==> src/rtl/dma_desc_dispatcher.sv <==
// rtl/dma_desc_dispatcher.sv - descriptor FIFO feeding paired read/write engine trackers
// Optional perf counters enabled by DMA_DISPATCH_PERF_EN.
module dma_desc_dispatcher #(
  parameter int FIFO_DEPTH = 16,
  parameter int ADDR_W     = 32,
  parameter int LEN_W      = 32
) (
  input  logic              clk,
  input  logic              reset,
  input  logic              desc_valid,
  input  logic [ADDR_W-1:0] desc_src_addr,
  input  logic [ADDR_W-1:0] desc_dest_addr,
  input  logic [LEN_W-1:0]  desc_length,
  input  logic [1:0]        desc_mode,
  output logic              desc_ready,
  input  logic              engine_reset,
  output logic              rd_cmd_valid,
  input  logic              rd_cmd_ready,
  output logic [ADDR_W-1:0] rd_cmd_addr,
  output logic [LEN_W-1:0]  rd_cmd_length,
  output logic [1:0]        rd_cmd_mode,
  output logic              wr_cmd_valid,
  input  logic              wr_cmd_ready,
  output logic [ADDR_W-1:0] wr_cmd_addr,
  output logic [LEN_W-1:0]  wr_cmd_length,
  output logic [1:0]        wr_cmd_mode,
  input  logic              rd_done,
  input  logic              wr_done,
  output logic              desc_done,
  output logic              err_sticky,
  output logic [32:0]       status_fifo_count,
  output logic [32:0]       status_fifo_depth,
  output logic [15:0]       status_rd_state,
  output logic [15:0]       status_wr_state,
  output logic [31:0]       perf_desc_count,
  output logic [31:0]       perf_busy_cycles
);

  localparam int PTR_W = $clog2(FIFO_DEPTH);

  typedef enum logic [1:0] {
    ST_IDLE = 2'd0,
    ST_CMD  = 2'd1,
    ST_BUSY = 2'd2
  } trk_state_t;

  logic [ADDR_W-1:0] mem_src  [FIFO_DEPTH];
  logic [ADDR_W-1:0] mem_dest [FIFO_DEPTH];
  logic [LEN_W-1:0]  mem_len  [FIFO_DEPTH];
  logic [1:0]        mem_mode [FIFO_DEPTH];

  logic [PTR_W-1:0]  wr_ptr, rd_ptr;
  logic [PTR_W:0]    count;
  trk_state_t        rd_state, rd_next, wr_state, wr_next;
  logic              active;
  logic              push, pop, pop_zero, push_err, rd_err, wr_err, done_next;
  logic [ADDR_W-1:0] cur_src, cur_dest;
  logic [LEN_W-1:0]  cur_len;
  logic [1:0]        cur_mode;

  assign desc_ready = (count < (PTR_W+1)'(FIFO_DEPTH));
  assign push       = desc_valid & desc_ready & (desc_mode != 2'd3) & ~engine_reset;
  assign push_err   = desc_valid & (~desc_ready | (desc_mode == 2'd3));
  assign pop        = (count != '0) & (rd_state == ST_IDLE) & (wr_state == ST_IDLE)
                      & ~desc_done & ~engine_reset;
  assign pop_zero   = (mem_len[rd_ptr] == '0);
  assign rd_err     = rd_done & (rd_state != ST_BUSY);
  assign wr_err     = wr_done & (wr_state != ST_BUSY);

  always_comb begin
    rd_next = rd_state;
    wr_next = wr_state;
    case (rd_state)
      ST_IDLE: if (pop && !pop_zero) rd_next = ST_CMD;
      ST_CMD:  if (rd_cmd_ready) rd_next = ST_BUSY;
      ST_BUSY: if (rd_done) rd_next = ST_IDLE;
      default: rd_next = ST_IDLE;
    endcase
    case (wr_state)
      ST_IDLE: if (pop && !pop_zero) wr_next = ST_CMD;
      ST_CMD:  if (wr_cmd_ready) wr_next = ST_BUSY;
      ST_BUSY: if (wr_done) wr_next = ST_IDLE;
      default: wr_next = ST_IDLE;
    endcase
    // Zero-length descriptors complete straight from the pop; others when both sides drain.
    done_next = (pop && pop_zero) ||
                (active && rd_next == ST_IDLE && wr_next == ST_IDLE);
  end

  always_ff @(posedge clk) begin
    if (push) begin
      mem_src[wr_ptr]  <= desc_src_addr;
      mem_dest[wr_ptr] <= desc_dest_addr;
      mem_len[wr_ptr]  <= desc_length;
      mem_mode[wr_ptr] <= desc_mode;
    end
  end

  always_ff @(posedge clk or posedge reset) begin
    if (reset) begin
      wr_ptr     <= '0;
      rd_ptr     <= '0;
      count      <= '0;
      rd_state   <= ST_IDLE;
      wr_state   <= ST_IDLE;
      active     <= 1'b0;
      desc_done  <= 1'b0;
      err_sticky <= 1'b0;
      cur_src    <= '0;
      cur_dest   <= '0;
      cur_len    <= '0;
      cur_mode   <= '0;
    end else if (engine_reset) begin
      wr_ptr     <= '0;
      rd_ptr     <= '0;
      count      <= '0;
      rd_state   <= ST_IDLE;
      wr_state   <= ST_IDLE;
      active     <= 1'b0;
      desc_done  <= 1'b0;
      err_sticky <= 1'b0;
    end else begin
      rd_state   <= rd_next;
      wr_state   <= wr_next;
      desc_done  <= done_next;
      err_sticky <= err_sticky | push_err | rd_err | wr_err;
      if (push) wr_ptr <= wr_ptr + 1'b1;
      if (pop)  rd_ptr <= rd_ptr + 1'b1;
      if (push && !pop)      count <= count + 1'b1;
      else if (pop && !push) count <= count - 1'b1;
      if (pop) begin
        active   <= !pop_zero;
        cur_src  <= mem_src[rd_ptr];
        cur_dest <= mem_dest[rd_ptr];
        cur_len  <= mem_len[rd_ptr];
        cur_mode <= mem_mode[rd_ptr];
      end else if (active && rd_next == ST_IDLE && wr_next == ST_IDLE) begin
        active <= 1'b0;
      end
    end
  end

  assign rd_cmd_valid      = (rd_state == ST_CMD);
  assign wr_cmd_valid      = (wr_state == ST_CMD);
  assign rd_cmd_addr       = cur_src;
  assign wr_cmd_addr       = cur_dest;
  assign rd_cmd_length     = cur_len;
  assign wr_cmd_length     = cur_len;
  assign rd_cmd_mode       = cur_mode;
  assign wr_cmd_mode       = cur_mode;
  assign status_fifo_count = 33'(count);
  assign status_fifo_depth = 33'(FIFO_DEPTH);
  assign status_rd_state   = {14'd0, rd_state};
  assign status_wr_state   = {14'd0, wr_state};

`ifdef DMA_DISPATCH_PERF_EN
  always_ff @(posedge clk or posedge reset) begin
    if (reset) begin
      perf_desc_count  <= '0;
      perf_busy_cycles <= '0;
    end else if (engine_reset) begin
      perf_desc_count  <= '0;
      perf_busy_cycles <= '0;
    end else begin
      if (desc_done && perf_desc_count != '1)
        perf_desc_count <= perf_desc_count + 1'b1;
      if ((rd_state != ST_IDLE || wr_state != ST_IDLE) && perf_busy_cycles != '1)
        perf_busy_cycles <= perf_busy_cycles + 1'b1;
    end
  end
`else
  assign perf_desc_count  = '0;
  assign perf_busy_cycles = '0;
`endif

endmodule

==> config.mk <==
export PLATFORM = sky130hd
export DESIGN_NAME = dma_desc_dispatcher
export DESIGN_NICKNAME = d
export VERILOG_FILES = /design/src/rtl/dma_desc_dispatcher.sv
export SDC_FILE = /design/constraint.sdc
export NUM_CORES = 2
export LEC_CHECK = 0
export CAP_MARGIN = 10
export CORE_ASPECT_RATIO = 1.2
export CORE_UTILIZATION = 29
export DETAILED_ROUTE_END_ITERATION = 16
export SLEW_MARGIN = 30
export SYNTH_ARGS = -nofsm -noshare
export SYNTH_HDL_FRONTEND = slang
export SYNTH_SLANG_ARGS = --single-unit
export TNS_END_PERCENT = 10
==> constraint.sdc <==
create_clock -name clk -period 12.25 [get_ports clk]
set_input_delay 3.675 -clock clk [delete_from_list [all_inputs] [get_ports clk]]
set_output_delay 3.675 -clock clk [all_outputs]
set_load 0.02 [all_outputs]
; After elaboration in Yosys (flattened, before gate mapping)
; Memory sizes are Yosys's and may differ from the RTL's. A register that Yosys moved wholly into a read port is not among the register bits.
; Index checks and enable logic that the tools add are counted.
[word_totals]
word_cells = 88
mem_count = 4
inputBits = 106
output_inout_bits = 299
reg_bits = 52
ramBits = 1568
[mem_list]
columns = name, depth, word_bits, rd, rd_clocked_by_memory_dff, write_ports, line
row1 = mem_dest, 16, 32, 1, 1, 1, 48  ; logic [ADDR_W-1:0] mem_dest [FIFO_DEPTH];
row2 = mem_len, 16, 32, 1, 0, 1, 49  ; logic [LEN_W-1:0] mem_len [FIFO_DEPTH];
row3 = mem_src, 16, 32, 1, 1, 1, 47  ; logic [ADDR_W-1:0] mem_src [FIFO_DEPTH];
row4 = mem_mode, 16, 2, 1, 1, 1, 50  ; logic [1:0] mem_mode [FIFO_DEPTH];
[op_classes]
n_reduce_logical = 21
add_sub_neg = 4
n_eq_ne = 8
muxes = 24
magnitude_cmp = 1
bitwise_logic = 17
[ops]
columns = cell, count
row1 = $logic_not A32 Y1, 1
row2 = $mux W2, 8
row3 = $mux W4, 4
row4 = $mux W5, 3
row5 = $pmux W2 S3, 2
row6 = $and A1 B1 Y1, 10
row7 = $add A4 B1 Y4 const B, 2
row8 = $logic_not A2 Y1, 4
row9 = $mux W1, 7
row10 = $eq A2 B2 Y1 const B, 3
row11 = $logic_and A1 B1 Y1, 6
row12 = $ne A2 B2 Y1 const B, 3
row13 = $reduce_bool A3 Y1, 2
row14 = $add A5 B1 Y5 const B, 1
row15 = $lt A5 B5 Y1 const B, 1
row16 = $reduce_bool A5 Y1, 1
row17 = $sub A5 B1 Y5 const B, 1
row18 = $eq A2 B1 Y1 const B, 2
row19 = $or A1 B1 Y1, 4
row20 = $reduce_bool A2 Y1, 2
row21 = $logic_not A1 Y1, 3
row22 = $not A1 Y1, 3
row23 = $reduce_and A2 Y1, 1
row24 = $logic_or A1 B1 Y1, 1

; Logic depth before layout (Yosys ltp)
[depth]
word_depth = 14
ltp_mapped = 12
ltp_nobuf = 11

; Least setup slack after synthesis
; Ideal clock, no wire load.
[synth_timing]
path_type = in2reg
startpoint = input desc_mode[0]
endpoint = memory mem_dest[2][0] (enable)
setup_time_ps = 675
arrival_ps = 11105
slack_ps = 470
path_stages = 5
cell_sequence = a21oi_1 nand2_1 nor2_1 nand2_1 nor3_1
[synth_via]
elab_chain_cells = 5
[synth_rtl]
columns = item, line
row1 = from (decl), 14  ; input logic [1:0] desc_mode,
row2 = $ne A2 B2 Y1, 62  ; assign push = desc_valid & desc_ready & (desc_mode != 2'd3) & ~engine_reset;
row3 = $and A1 B1 Y1 (2 in a row), 62
row4 = $mux W1, 91  ; if (push) begin
row5 = $mux W1 (implied by the code), 93  ; mem_dest[wr_ptr] <= desc_dest_addr;
row6 = to (decl), 48
; No other way between the ends.

; Final worst setup path
[layout_timing]
startpoint = input desc_mode[1]
endpoint = memory mem_len[10][17] (enable)
[layout_via]
elab_chain_cells = 5
[layout_rtl]
columns = item, line
row1 = $ne A2 B2 Y1, 62
row2 = $and A1 B1 Y1 (2 in a row), 62
row3 = $mux W1, 91
row4 = $mux W1 (implied by the code), 94  ; mem_len[wr_ptr] <= desc_length;
row5 = to (decl), 49
; No other way between the ends.

==> results list <==
* Worst relative slew slack: 0.3497
- R2R setup slack: about 7100 ps
* Placed wire-length estimate after detailed placement: 95.35 mm
- At the worst endpoint, the required time is roughly 13000 ps.
* Cell with the most instances on the worst path: sky130_fd_sc_hd__nand2_1
- Wire length per cell: ~25 um
* Setup CP Type: in -> reg
- Cell type contributing the most total cell area after synthesis: sky130_fd_sc_hd__edfxtp_1
* Clk buf depth: 3
- EDFF count, synth: roughly 1600
* Worst setup timing slack at the placement stage: between 3000 and 4000 ps
* Actual slew at the worst max-slew pin: 975.4 ps
- Top cells by area in the synthesized netlist: sky130_fd_sc_hd__edfxtp_1 (72%), sky130_fd_sc_hd__mux4_2 (15%), sky130_fd_sc_hd__dfrtp_1 (4.5%)
- CP Max Fanout: 43
- CTS hold repair buffers: 0
* Final period utilization: 0.6101
- The clock reaches the later pin of the worst-skew pair after 830 ps.
* Power density relative to cell area: approximately 200 nW/um^2
- The count of final max-slew check failures came to 0.
- Synthesis instantiated 46 different standard cells from the library.
- Clock root buffer: sky130_fd_sc_hd__clkbuf_16
- Total power for the finished layout comes to 15230 uW.
- Critical path cell sequence: clkdlybuf4s50_1 -> a21oi_1 -> nand2_1 -> nor2_1 -> nand2_1 -> nor2_4 -> buf_4
- The clock net in this run drives a total of 1686 sinks.
* Cell with the biggest individual delay on the critical path: sky130_fd_sc_hd__clkdlybuf4s50_1
- Entering global routing, the biggest net connects 99 pins.
* Time the worst path needs with I/O delays and setup: roughly 7500 ps
- Remaining Overflow, GRT: 0
* Syn_area_per_cell: between 20 and 25 um^2
- Setup violations remaining at the end of the flow were counted as 0.
- In this run, post-CTS repair resized a total of 0 instances.
- Wires add up to 158.5 mm.
- H-tree levels: 4
- The path class of the tightest hold or removal check is reg -> reg.
- Count of port buffers added during placement: 251
- For this configuration, the core starts out at a cell density of 0.2917.
- The first detailed-routing pass took 7 iterations.
- Number of buffers inserted by post-CTS setup repair: 0
* Number of global-route vias before repair: 31234
- Summed over all failing endpoints, the final setup total negative slack is 0 ps.
- First-pass GRT wire length: 228.6 mm
* Fraction of synthesized cell area taken by the top area cell type: 0.7230
* Mean number of vias per cell: 4.672
- The die is 434.6 um wide.
- Synthesis inferred 1686 register bits.
- Unrepaired setup endpoints after global routing: false
- In the final design database the tool counted 3467 nets.
- Summing over every cut layer, the via total after detailed routing is 30207.
* Number of buffers created by CTS: ~170
- During I/O placement, the number of pins put on the boundary was 405.
* DRC violations left: 0
- Clock slew seen by the registers of the worst setup and hold paths: 60 ps
* Primary FF master, synth: sky130_fd_sc_hd__edfxtp_1
* Number of max-cap violations: 0
- Kind of capture point of the worst setup path: flip-flop
- Longest individual stage delay on the worst path: ~850 ps
- Count of nets left with antenna violations after detail routing: 0
- Clk_skew: 74.86 ps
- DP Area: just over 70000 um^2
* Sequential area share after synthesis: 0.7684
- Maximum clock frequency: about 0.13 GHz
* Initial antenna violation count: 46
* Run status: finished clean
- After routing the design area is 76310 um^2.
* Die Height: between 500 and 600 um
* Cell area after synthesis: 65120 um^2
- TritonCTS built the clock tree.
- Final RePlAce weighted congestion: 0.7304
- IR analysis of the VDD net gives a maximum drop of ~0.00014 V.
- Synthesis handed over a netlist of 3042 instances.
- In the global route stage, overall resource usage came out at 0.1399.
- Placeable core region: between 200000 and 250000 um^2
- Crit path launch type: input pin
- Total count of hold-check failures in the final report: 0
- Fraction of final layout cells sized beyond drive strength 1: 0.2233
* Synthesis-to-layout area growth: 17.18%
* Die Area: 226500 um^2
* Final WS setup: 4777 ps
* Drt initial violations: 2514
- Data arrival time of the worst path: 7860 ps
* Asr flop ratio synth: 0.06999
- Yosys printed 0 warnings.
- Rows: 190
- Summed over all cells, the static leakage comes to ~0.024 uW.
## worst paths after layout
| kind | from | endpoint | cells past startpoint |
|---|---|---|---|
| setup / recovery | desc_mode[1] | mem_len[10][17]$_DFFE_PP_ | 7 |
| hold / removal | wr_cmd_addr[20]$_DFFE_PP0P_ | wr_cmd_addr[20]$_DFFE_PP0P_ | 2 |
| setup reg to reg | rd_ptr[0]$_DFFE_PP0P_ | rd_cmd_addr[19]$_DFFE_PP0P_ | 8 |
| hold reg to reg | wr_cmd_addr[20]$_DFFE_PP0P_ | wr_cmd_addr[20]$_DFFE_PP0P_ | 2 |
| max in group asynchronous | reset | rd_cmd_addr[0]$_DFFE_PP0P_ | 4 |
| min in group asynchronous | reset | err_sticky$_DFF_PP0_ | 2 |
## cell families after synthesis
| logic type | count (synthesis) | share of synthesized area |
|---|---|---|
| adders and majority gates | 9 | 0.001845 |
| buffers and inverters | 338 | 0.03222 |
| other | 2 | 0.0001153 |
| muxes | 484 | 0.1589 |
| and+or+nand+nor | 408 | 0.02553 |
| xor gates and xnor gates | 9 | 0.001210 |
| DFF | 1686 | 0.7684 |
| AOI/OAI and AO/OA | 106 | 0.01176 |
## critical path: cells and delay by family
| family | cells | cell delay [ps] |
|---|---|---|
| and+or+nand+nor | 4 | 1950 |
| buffers and inverters | 2 | 1670 |
| AOI/OAI and AO/OA | 1 | 480 |
## metrics by stage
stage	hold slack, ps	utilization	instances
finish	476.6	0.3418	6466
global route	504.0	0.3418	6465
CTS	480.7	0.3417	6463
detailed placement	465.2	0.3163	6159
global placement	458.5	0.3159	6156
floorplan	556.3	-	3193
## cells in the mapped netlist (5+ instances only)
cell type	instances
sky130_fd_sc_hd__dfrtp_1	118
sky130_fd_sc_hd__a21oi_1	20
sky130_fd_sc_hd__buf_4	193
sky130_fd_sc_hd__a221oi_1	21
sky130_fd_sc_hd__nand2b_1	12
sky130_fd_sc_hd__edfxtp_1	1568
sky130_fd_sc_hd__o31ai_1	5
sky130_fd_sc_hd__nor4_1	6
sky130_fd_sc_hd__ha_1	8
sky130_fd_sc_hd__buf_1	12
sky130_fd_sc_hd__a22oi_1	31
sky130_fd_sc_hd__nand3_1	15
sky130_fd_sc_hd__nor2b_1	12
sky130_fd_sc_hd__buf_2	45
sky130_fd_sc_hd__nor2_1	45
sky130_fd_sc_hd__nand2_1	298
sky130_fd_sc_hd__xor2_1	5
sky130_fd_sc_hd__buf_6	5
sky130_fd_sc_hd__clkbuf_1	76
sky130_fd_sc_hd__mux4_2	440
sky130_fd_sc_hd__o21ai_0	9
sky130_fd_sc_hd__inv_1	5
sky130_fd_sc_hd__mux2i_1	43
sky130_fd_sc_hd__nor3_1	13
## registers in the layout, indices dropped and copies added, names as in the netlist, 4 cells and up
signal and count:
wr_cmd_addr 32, mem_mode 32, mem_dest 512, rd_cmd_length 32, mem_src 512, wr_ptr 4
rd_cmd_addr 32, mem_len 512, count 5, rd_ptr 4
## cells in the final DEF (no fill, tap or decap), drive strengths merged, types with 4 or more instances in the layout
| cell type | instances |
|---|---|
| a221oi | 21 |
| nand2b | 12 |
| buf | 72 |
| xnor2 | 4 |
| clkdlybuf4s50 | 251 |
| dfrtp | 118 |
| o31ai | 5 |
| mux2i | 43 |
| xor2 | 5 |
| nor2b | 12 |
| nor2 | 46 |
| o21ai | 10 |
| clkbuf | 223 |
| nand3 | 15 |
| conb | 153 |
| nor3 | 13 |
| inv | 13 |
| a21oi | 20 |
| edfxtp | 1568 |
| bufinv | 17 |
| clkinv | 53 |
| mux4 | 440 |
| a22oi | 31 |
| ha | 8 |
| nor4 | 6 |
| clkinvlp | 4 |
| nand2 | 298 |
## area by class of cell
class | count | area [um^2]
clock inverters | 81 | 1106
flip-flops and latches | 1686 | 50050
fillers | 20639 | 146900
inverters | 6 | 32.53
diodes | 2 | 5.005
repair buffers | 323 | 3149
well taps | 2976 | 3724
clock buffers | 223 | 4559
multi-input cells | 1169 | 13680
## report_power, final
group | internal (uW) | total, uW | switching (uW) | leakage (uW)
combinational | 1500 | 3280 | 1780 | 0.00580
sequential | 6520 | 6710 | 185 | 0.0156
clock | 3010 | 5240 | 2230 | 0.00272
total | 11000 | 15200 | 4200 | 0.0241
## routing by layer
metal	GRT usage	wire length [um]	vias to the layer above
met3	0.02926	9900	238
met4	0.03502	3467	22
met5	0	136	-
met1	0.1862	66440	16246
met2	0.2325	78550	1013
li1	-	-	12688
(Power assumes the default switching activity.)
